File: src/rtl/tpp_pkg.sv
// Shared definitions for the triple ping-pong polyvec store: geometry
// constants, the polyvec index type and the mod-3 rotation helper.
package tpp_pkg;

    localparam int NUM_PV   = 3;
    localparam int PV_BANKS = 8;
    localparam int PV_AW    = 9;
    localparam int PV_DW    = 35;

    typedef logic [1:0] pv_idx_t;

    function automatic pv_idx_t pv_next(input pv_idx_t idx);
        return (idx == pv_idx_t'(NUM_PV - 1)) ? pv_idx_t'(0) : pv_idx_t'(idx + 2'd1);
    endfunction

endpackage

File: src/rtl/tpp_role_decode.sv
// Decodes the rotation pointer into the FILL/PROC/DRAIN polyvec selects
// and the one-hot FILL write-enable mask.
module tpp_role_decode
    import tpp_pkg::*;
(
    input  pv_idx_t    p_i,
    output pv_idx_t    fill_sel_o,
    output pv_idx_t    proc_sel_o,
    output pv_idx_t    drain_sel_o,
    output logic [2:0] fill_mask_o
);

    pv_idx_t drain_idx;

    always_comb begin
        drain_idx   = pv_next(p_i);
        fill_sel_o  = p_i;
        drain_sel_o = drain_idx;
        proc_sel_o  = pv_next(drain_idx);
        fill_mask_o = 3'b001 << p_i;
    end

endmodule

File: src/rtl/tpp_role_sched.sv
// Role scheduler for the TPP polyvec store: tracks stage completion, rotates
// FILL/PROC/DRAIN and issues INTT start / drain request. Optional INTT
// watchdog is enabled with the TPP_SCHED_TIMEOUT_EN macro.
module tpp_role_sched
    import tpp_pkg::*;
#(
    parameter int CNT_W = 16,
    parameter int TO_W  = 16
) (
    input  logic             clock,
    input  logic             reset,
    input  logic             io_i_run,
    input  logic             io_i_fill_done,
    input  logic             io_i_flush,
    input  logic             io_i_intt_done,
    input  logic             io_i_mux_done,
`ifdef TPP_SCHED_TIMEOUT_EN
    input  logic [TO_W-1:0]  io_i_to_limit,
    output logic             io_o_timeout,
`endif
    output logic [1:0]       io_o_fill_sel,
    output logic [1:0]       io_o_proc_sel,
    output logic [1:0]       io_o_drain_sel,
    output logic [2:0]       io_o_fill_mask,
    output logic             io_o_intt_start,
    output logic             io_o_drain_req,
    output logic             io_o_switch,
    output logic [CNT_W-1:0] io_o_switch_cnt,
    output logic             io_o_proto_err
);

    generate
        if (CNT_W < 1 || TO_W < 1) begin : g_bad_param
            $error("tpp_role_sched: CNT_W and TO_W must be at least 1");
        end
    endgenerate

    pv_idx_t          p_q, p_d;
    logic             v_proc_q, v_proc_d;
    logic             v_drain_q, v_drain_d;
    logic             f_done_q, f_done_d;
    logic             f_data_q, f_data_d;
    logic             i_done_q, i_done_d;
    logic             m_done_q, m_done_d;
    logic [CNT_W-1:0] cnt_q, cnt_d;
    logic             switch_q, switch_d;
    logic             start_q, start_d;
    logic             err_q, err_d;

    logic fill_evt, fill_err, intt_err, mux_err, swc;

    always_ff @(posedge clock or posedge reset) begin
        if (reset) begin
            p_q       <= '0;
            v_proc_q  <= 1'b0;
            v_drain_q <= 1'b0;
            f_done_q  <= 1'b0;
            f_data_q  <= 1'b0;
            i_done_q  <= 1'b0;
            m_done_q  <= 1'b0;
            cnt_q     <= '0;
            switch_q  <= 1'b0;
            start_q   <= 1'b0;
            err_q     <= 1'b0;
        end else begin
            p_q       <= p_d;
            v_proc_q  <= v_proc_d;
            v_drain_q <= v_drain_d;
            f_done_q  <= f_done_d;
            f_data_q  <= f_data_d;
            i_done_q  <= i_done_d;
            m_done_q  <= m_done_d;
            cnt_q     <= cnt_d;
            switch_q  <= switch_d;
            start_q   <= start_d;
            err_q     <= err_d;
        end
    end

    // A pulse landing in the switch cycle always hits an already-set flag
    // (or an invalid stage), so it is reported and dropped with no extra case.
    always_comb begin
        fill_evt = io_i_fill_done | io_i_flush;
        fill_err = fill_evt & f_done_q;
        intt_err = io_i_intt_done & (!v_proc_q | i_done_q);
        mux_err  = io_i_mux_done & (!v_drain_q | m_done_q);
        swc      = io_i_run & f_done_q & (i_done_q | !v_proc_q) & (m_done_q | !v_drain_q);

        p_d       = p_q;
        v_proc_d  = v_proc_q;
        v_drain_d = v_drain_q;
        f_done_d  = f_done_q;
        f_data_d  = f_data_q;
        i_done_d  = i_done_q;
        m_done_d  = m_done_q;
        cnt_d     = cnt_q;
        switch_d  = 1'b0;
        start_d   = 1'b0;
        err_d     = err_q | fill_err | intt_err | mux_err;

        if (swc) begin
            p_d       = pv_next(p_q);
            v_drain_d = v_proc_q;
            v_proc_d  = f_data_q;
            f_done_d  = 1'b0;
            f_data_d  = 1'b0;
            i_done_d  = 1'b0;
            m_done_d  = 1'b0;
            cnt_d     = cnt_q + CNT_W'(1);
            switch_d  = 1'b1;
            start_d   = f_data_q;
        end else begin
            if (fill_evt && !fill_err) begin
                f_done_d = 1'b1;
                f_data_d = io_i_fill_done;
            end
            if (io_i_intt_done && !intt_err) i_done_d = 1'b1;
            if (io_i_mux_done && !mux_err)   m_done_d = 1'b1;
        end
    end

`ifdef TPP_SCHED_TIMEOUT_EN
    logic [TO_W-1:0] to_q, to_d;
    logic            timeout_q, timeout_d;

    always_ff @(posedge clock or posedge reset) begin
        if (reset) begin
            to_q      <= '0;
            timeout_q <= 1'b0;
        end else begin
            to_q      <= to_d;
            timeout_q <= timeout_d;
        end
    end

    // Compare the next count so the flag rises in the cycle the count reaches the limit.
    always_comb begin
        to_d = to_q;
        if (swc) begin
            to_d = '0;
        end else if (v_proc_q && !i_done_q && to_q != io_i_to_limit) begin
            to_d = to_q + TO_W'(1);
        end
        timeout_d = timeout_q | ((io_i_to_limit != '0) && (to_d == io_i_to_limit));
    end

    assign io_o_timeout = timeout_q;
`endif

    tpp_role_decode u_decode (
        .p_i         (p_q),
        .fill_sel_o  (io_o_fill_sel),
        .proc_sel_o  (io_o_proc_sel),
        .drain_sel_o (io_o_drain_sel),
        .fill_mask_o (io_o_fill_mask)
    );

    assign io_o_intt_start = start_q;
    assign io_o_drain_req  = v_drain_q & !m_done_q;
    assign io_o_switch     = switch_q;
    assign io_o_switch_cnt = cnt_q;
    assign io_o_proto_err  = err_q;

endmodule

File: config.mk
export PLATFORM = sky130hd
export DESIGN_NAME = tpp_role_sched
export DESIGN_NICKNAME = d
export VERILOG_FILES = /design/src/rtl/tpp_pkg.sv /design/src/rtl/tpp_role_decode.sv /design/src/rtl/tpp_role_sched.sv
export SDC_FILE = /design/constraint.sdc
export NUM_CORES = 1
export LEC_CHECK = 0
export ABC_AREA = 1
export BUFFER_PORTS_ARGS = -buffer_cell sky130_fd_sc_hd__buf_2
export CAP_MARGIN = 20
export CORE_UTILIZATION = 40
export DETAILED_ROUTE_END_ITERATION = 16
export SYNTH_ARGS = -nofsm -noshare
export SYNTH_HDL_FRONTEND = slang
export SYNTH_SLANG_ARGS = --single-unit
File: constraint.sdc
create_clock -name clock -period 2.25 [get_ports clock]
set_input_delay 0 -clock clock [delete_from_list [all_inputs] [get_ports clock]]
set_output_delay 0 -clock clock [all_outputs]
set_load 0.03 [all_outputs]
# [After elaboration in Yosys (flattened, before gate mapping)]
# Index checks and enable logic that the tools add are counted.
[op_classes] n_eq_ne=2 addsub=3 n_bitwise=13 reduce_logical=12 mux=12 n_shift=1
[op_table] cell="adder 16 x 1 -> 16 bit (second input constant)" n=1
[op_table] cell="two-way mux 1 bit" n=10
[op_table] cell="bitwise AND 1 bit" n=7
[op_table] cell="logical NOT 1 bit" n=6
[op_table] cell="bitwise OR 1 bit" n=6
[op_table] cell="nonzero test 2 bit" n=3
[op_table] cell="adder 2 x 1 -> 2 bit (second input constant)" n=2
[op_table] cell="== test 2 bit (second input constant)" n=2
[op_table] cell="two-way mux 2 bit" n=2
[op_table] cell="logical AND 1 bit" n=3
[op_table] cell="<< shifter 1 x 2 -> 3 bit (first input constant)" n=1
[totals] reg_bits=27 inputBits=7 output_inout_bits=29 word_cells=54

# [Logic depth before layout (Yosys ltp)]
# Gate-level depths: netlist (run 1).
[depth] depth_word=7 mapped_depth=9 ltp_nobuf=9

# [By module]
# A second synthesis (run 1) with hierarchy kept.
[unflattened] cells_unflattened=168 area_unflattened_um2=1433.9
[by_module_without_submodules] module="tpp_role_sched" seq_area_each_um2=675.6 area_per_inst_um2=1371.3 cells_each=157 n_inst=1
[by_module_without_submodules] module="tpp_role_decode" seq_area_each_um2=0.0 area_per_inst_um2=62.6 cells_each=11 n_inst=1

# [Least setup slack after synthesis (run 1)]
# OpenSTA, ideal clock, no wires.
[synth_timing] path_type="reg2reg" from="register cnt_q[1], in the netlist io_o_switch_cnt[1]" to="register cnt_q[12], in the netlist io_o_switch_cnt[12]" setup_time_ns=0.118 stages_incl_launch_ff=9 slack_ns=0.775 n_path_buf=0 synth_period_minus_slack_ns=1.475 t_required_ns=2.132 t_arrival_ns=1.357 path_cell_list="dfrtp_1 ha_1 inv_1 nor2_4 nand2_1 nor2_8 nand2_1 nand2_1 nand2_1"
[synth_via] elab_chain_cells=1
[synth_lines] element="start: declaration" line_no="tpp_role_sched.sv:45" text="logic [CNT_W-1:0] cnt_q, cnt_d;"
[synth_lines] element="start signal: assignment" line_no="tpp_role_sched.sv:73" text="cnt_q <= cnt_d;"
[synth_lines] element="adder 16 x 1 -> 16 bit" line_no="tpp_role_sched.sv:109" text="cnt_d = cnt_q + CNT_W'(1);"
# No other way between the ends.
# A chain may end at the register's enable or synchronous reset.

# [Final worst setup path (run 1)]
[layout_timing] from="register v_drain_q" to="register f_done_q"
[layout_via] elab_chain_cells=4 elab_cells_between_ends=5 cone_classes="mux (1); bitwise (2); reduce/logical (2)"
[layout_lines] element="start: declaration" line_no="tpp_role_sched.sv:40" text="logic v_drain_q, v_drain_d;"
[layout_lines] element="start signal: assignment" line_no="tpp_role_sched.sv:68" text="v_drain_q <= v_drain_d;"
[layout_lines] element="logical NOT 1 bit *" line_no="tpp_role_sched.sv:87" text="swc = io_i_run & f_done_q & (i_done_q | !v_proc_q) & (m_done_q | !v_drain_q);"
[layout_lines] element="bitwise OR 1 bit *" line_no="tpp_role_sched.sv:87"
[layout_lines] element="bitwise AND 1 bit *" line_no="tpp_role_sched.sv:87"
[layout_lines] element="two-way mux 1 bit / nonzero test 2 bit (equally long branches)"
[layout_lines] element="end signal: assignment" line_no="tpp_role_sched.sv:69" text="f_done_q <= f_done_d;"
[layout_lines] element="end: declaration" line_no="tpp_role_sched.sv:41" text="logic f_done_q, f_done_d;"
# Mark *: on every way between the ends. The rest lies on a longest branch, timed or not.

==> impl_metrics.ini, run 1 <==
[run_status]
status = complete, no violations

[grt]
grt_pass1_vias = 1057
grt_usage_pct = 16.7
grt_overflow = 0
grt_pass1_wl_mm = 4.66
antenna_found_initial = 0
grt_max_degree = 28

[placement]
place.gp.congestion = 0.723
hpwl_mm = 1.97
io_buffers = 35
place_ws_ns = 0.728

[timing]
clock.fmax_mhz = 597
rsz0062_at_grt = false
drv_slew = 0
slew-limit-headroom_pct = 77.0
hold_violations = 0
timing.final.crit_share_pct = 74.5
min_period_ns = 1.68
setup_viol = 0
fin_setup_tns_ns = 0
worst_slew_pin_slew_ns = 0.344
layout_setup_ws_ns = 0.575
clock_skew_ns = 0.00592

[drt]
drt_first_pass_iters = 6
ant_nets = 0
num_vias = 1164
vias_per_cell = 4.49
drt-initial-drc-count = 32
drc = 0
drt_wl_total_mm = 2.71
wire_per_inst_um = 10.5

[setup_path]
crit_path_end_kind = flop
crit_fanout = 13
cp.required_ns = 2.50
path_class = flop to flop
worstPathArrival_ns = 1.92
critPathLaunchType = flop

[synth]
syn_nets = 181
synth_ff_type = dfrtp_1
yosysTopAreaCell = dfrtp_1
ys_async_sr_fraction_pct = 100
synthTopCellsByArea = dfrtp_1 48%, nand2_1 15%, inv_1 6.9%
synth_top_area_share_pct = 47.6
netlist_area_mm2 = 0.00142
yosysWarnings = 0
ys_seq_area_share_pct = 47.6
synth_edf_count = 0
synth-seq-cells = 27
synth.distinct_cells = 23
syn_avg_cell_area_um2 = 8.21
syn_inst = 173

[final_layout]
final_util_pct = 50.6
largest_reg_flops = 16
drive_above_1_share_pct = 24.9
areaGrowthSynthToFinish_pct = 19.8
antenna_cells = 0
fillers = 349
nets = 222

[clock_tree]
cts_sinks = 27
clock_latency_ns = 0.33
htree_levels = 1
clk_pin_slew_ns = 0.15
cts_buffers = 3
clk_path_buf_depth = 2
cts_tree = done
post_cts_buffers = 0
clockRootBuffer = clkbuf_4

[power]
p_per_area_mw_per_mm2 = 1120
ir_drop_mv = 0.867
p_leak_nw = 0.907

[floorplanning]
initial_utilization_pct = 42.2
die_w_um = 61.6
dieArea_mm2 = 0.00379
die_y_um = 61.6
ios = 36
core_mm2 = 0.00336
num_rows = 21

[hold_path]
min-delay-path-class = primary input to flop

[job]
cap_violations = 0
## routing by layer
metal	up-vias	part of all wire, %	GRT usage (%)
met5	-	0	0
met4	0	2.0	7.62
met3	5	3.6	1.89
met2	29	45	25.2
met1	530	50	23.9
li1	600	-	-
## synth_stat cells (all sizes together), types with 2 or more instances
cell	instances
inv	26
o21ai	8
nand2	58
nand3b	4
nor2	22
buf	5
dfrtp	27
nand3	9
a21oi	2
xor2	6
## per-stage QoR
stage / hold WS, ns / instance area, um^2 / cells / power, mW
after floorplan: 0.0527 / 1420 / 173 / 1.51
after global placement: 0.0786 / 1610 / 249 / 1.67
after detailed placement: 0.0819 / 1610 / 249 / 1.69
after CTS: 0.0511 / 1700 / 259 / 1.93
after global routing: 0.0892 / 1700 / 259 / 2.08
final: 0.0595 / 1700 / 259 / 1.91
## layout make-up
cell class	count	area, um^2	area share, %
Inverter	27	101	5.96
Timing Repair Buffer	42	243	14.3
Tap cell	46	57.6	3.38
Clock inverter	1	7.51	0.441
Clock buffer	3	22.5	1.32
Multi-Input combinational cell	113	594	34.9
Sequential cell	27	676	39.7
## path summary, 6_finish.rpt
kind | from | endpoint | slack, ns | cells past startpoint
min | io_i_flush | f_data_q | 0.06 | 4
max reg2reg | v_drain_q | f_done_q | 0.57 | 5
max in group asynchronous | reset | f_data_q | 1.75 | 4
min in group asynchronous | reset | io_o_switch_cnt[15] | 0.24 | 4
max | v_drain_q | f_done_q | 0.57 | 5
min reg2reg | io_o_switch_cnt[15] | io_o_switch_cnt[15] | 0.51 | 2
## critical path: stages, from the launching register on
cell	delay, ns
dfrtp_1	0.42
nand2_1	0.16
nand3_4	0.25
o31ai_1	0.14
dlygate4sd3_1	0.58
inv_1	0.04
## layout by cell type, fill, tap and decap left out, types with 2 or more instances in the layout
cell	count
a21oi_1	2
buf_2	35
clkbuf_4	3
dfrtp_1	27
dlygate4sd3_1	6
inv_1	26
nand2_1	55
nand2_2	3
nand3_1	8
nand3b_1	4
nor2_1	14
nor2_2	3
nor2_4	4
o21ai_0	8
xor2_1	5
## power breakdown
part | total [mW] | switching [mW] | internal (mW)
Sequential | 0.756 | 0.133 | 0.623
Combinational | 0.937 | 0.675 | 0.261
Clock | 0.218 | 0.150 | 0.0681
Total | 1.91 | 0.958 | 0.953
## repair_timing
item                                   CTS  global route
endpoints found under the hold margin   31             0
gates resized for setup                  0             0
hold buffers                             6             0
## kinds of logic (layout without fill, tap and decap cells)
group,Yosys count,in the layout,synth area share [%]
compound gates,11,11,4.05
fa+ha+maj,1,1,0.881
simple gates,94,94,32.1
xor+xnor,7,7,4.85
flops,27,27,47.6
buf+inv,33,73,10.6
No activity file was read; power rests on OpenSTA's default activity.
==> run 2, diff against run 1 <==
- ABC_AREA: 1 -> 0
- PLACE_DENSITY: unset -> 0.66
- clock period: 2.25 -> 1.5 ns (I/O delays scaled with it)
==> run 2 against run 1 <==
Compared with the run above:
- combinational power increased by 58%
- die area is 8.6% lower
- clock power increased by 42%
- global-route usage decreased by 2.1 points
- fmax increased by 12%
- design area shrank 0.37%
- sequential share of layout area grew 0.59 points
- clock skew hardly changed
- core utilization increased by 4.9 points
- wire length fell by 13%
- cell count decreased by 22%
==> impl_metrics.ini, run 2 <==
[timing]
rsz0062_at_grt = true
worst_slew_pin_slew_ns = 0.331
clock_skew_ns = 0.00603
setup_viol = 0
slew-limit-headroom_pct = 77.9
drv_slew = 0
layout_setup_ws_ns = 0.00753
min_period_ns = 1.49
clock.fmax_mhz = 670
timing.final.crit_share_pct = 99.5
hold_violations = 0

[synth]
syn_avg_cell_area_um2 = 12.0
ys_seq_area_share_pct = 52.2
synth_most_common_cell = dfrtp_1
synth_edf_count = 0
netlist_area_mm2 = 0.00129
netlist_top_cells_count = 27 x dfrtp_1, 8 x xor2_1, 7 x nand2_1, 7 x xnor2_1
syn_nets = 116
synth_ff_type = dfrtp_1
syn_inst = 108
synthTopCellsByArea = dfrtp_1 52%, nor4_4 6.6%, xor2_1 5.4%
synth_top_area_share_pct = 52.2
synth.distinct_cells = 27
yosysTopAreaCell = dfrtp_1
synth-seq-cells = 27
ys_async_sr_fraction_pct = 100
yosysWarnings = 0

[final_layout]
layout_commonest_cell = buf_2
largest_reg_flops = 16
fin_cells = 201
nets = 166
final_cell_mix = 35 x buf_2, 21 x dfrtp_1, 9 x buf_4
antenna_cells = 0
drive_above_1_share_pct = 47.1
final_util_pct = 55.5
areaGrowthSynthToFinish_pct = 31.0
fillers = 286

[run_status]
status = complete, no violations

[clock_tree]
clockRootBuffer = clkbuf_4
clk_pin_slew_ns = 0.14
cts_buffers = 3
cts_tree = done
htree_levels = 1
cts_sinks = 27
clk_path_buf_depth = 2
clock_latency_ns = 0.32

[grt]
grt_max_degree = 28
grt_pass1_vias = 861
antenna_found_initial = 0
grt_usage_pct = 14.6
grt_overflow = 0
grt_pass1_wl_mm = 3.78

[setup_path]
rr_worst_depth = 5
crit_fanout = 11
slowest_delay_ns = 0.40
cp.required_ns = 1.73
crit_chain = or2b_4 -> inv_6 -> nor3b_4 -> buf_12 -> mux2_2
critPathLaunchType = flop
path_class = flop to flop
worst_r2r_endpoint = p_q[0]
regToRegStartpoint = v_drain_q
crit_path_end = p_q[0]
cpMaxStageDelayCell = dfrtp_1
r2r_slack_ns = 0.008
worstPathArrival_ns = 1.72
crit_path_end_kind = flop
crit_start = v_drain_q

[floorplanning]
die_w_um = 58.9
dieArea_mm2 = 0.00347
initial_utilization_pct = 42.4
ios = 36
core_mm2 = 0.00305
num_rows = 20
die_y_um = 58.9

[drt]
drt_wl_total_mm = 2.36
drt-initial-drc-count = 43
num_vias = 955
drt_first_pass_iters = 4
drc = 0
wire_per_inst_um = 11.7
ant_nets = 0
vias_per_cell = 4.75

[power]
p_per_area_mw_per_mm2 = 1690
p_leak_nw = 0.864
ir_drop_mv = 1.27

[placement]
place_ws_ns = 0.0106
hpwl_mm = 1.69
place.gp.congestion = 0.793
io_buffers = 35
dpl.cell_count = 188

[hold_path]
min-delay-path-class = primary input to flop

[job]
cap_violations = 0
## run 2: cell count changes in the layout (fill, tap and decap cells not counted), moves of 5 or more
cell | before | now
nor2_1 | 14 | 4
nand2_1 | 55 | 5
dfrtp_1 | 27 | 21
xnor2_1 | 1 | 7
nor3_1 | 0 | 5
inv_1 | 26 | 6
buf_4 | 1 | 9
dfrtp_2 | 0 | 6
nand3_1 | 8 | 2
## run 2: layout make-up
| type | count | area, um^2 | share of cell area [%] |
|---|---|---|---|
| sequential | 27 | 683 | 40.3 |
| multi-input combinational | 68 | 567 | 33.4 |
| inverter | 7 | 31.3 | 1.85 |
| tap | 44 | 55.1 | 3.25 |
| timing repair buffer | 51 | 333 | 19.6 |
| clock buffer | 4 | 26.3 | 1.55 |
## run 2: cell families (layout without fill, tap and decap cells)
logic type                 Yosys count  count (layout)  share of synthesized area [%]
adders and majority gates            1               1                          0.967
AOI/OAI and AO/OA                    7               7                           2.71
and+or+nand+nor                     40              40                           23.8
xor gates and xnor gates            15              15                           10.2
muxes                                5               5                           4.35
buffers and inverters               13              62                           5.80
DFF                                 27              27                           52.2
## run 2: worst max-delay path, delay by kind of cell, from the launching register on
family                 cells  cell delay [ns]
muxes                      1             0.33
and+or+nand+nor            2             0.47
DFF                        1             0.40
buffers and inverters      2             0.20
## run 2: worst min path at each step
stage,slack (ns),cells past startpoint,endpoint,startpoint
after global routing,0.08,4,i_done_q,io_i_run
after global placement,0.08,3,io_o_intt_start,reset
after floorplan,0.05,1,f_data_q,reset
after detailed placement,0.08,3,io_o_intt_start,reset
final,0.05,4,i_done_q,io_i_run
after CTS,0.05,4,i_done_q,io_i_run
## run 2: timing repair
item / 4_1_cts / 5_1_grt
hold endpoints to repair: 32 / 0
hold buffers: 5 / 0
pin swaps: 0 / 5
resized for setup: 0 / 5
setup buffers: 4 / 0
endpoints found under the setup margin: 7 / 13
## run 2: report_power, final
part	leakage (nW)	internal, mW	switching (mW)
Sequential	0.326	0.923	0.160
Clock	0.0150	0.104	0.206
Combinational	0.523	0.595	0.881
## run 2: metal layers
| metal | wire (um) | GRT usage [%] |
|---|---|---|
| met2 | 1170 | 24.0 |
| met3 | 120 | 5.05 |
| met5 | 0 | 0 |
| met4 | 14 | 3.06 |
| met1 | 1050 | 18.6 |
## run 2: through the flow
| stage | hold WS (ns) | total power [mW] | setup TNS, ns | instance area (um^2) |
|---|---|---|---|---|
| 3_3_place_gp | 0.0760 | 2.46 | 0 | 1560 |
| 3_5_place_dp | 0.0815 | 2.50 | 0 | 1560 |
| 6_report | 0.0534 | 2.87 | 0 | 1700 |
| 5_1_grt | 0.0777 | 3.04 | -0.140 | 1700 |
| 2_1_floorplan | 0.0523 | 2.14 | -0.0309 | 1310 |
| 4_1_cts | 0.0537 | 2.88 | -0.00707 | 1680 |
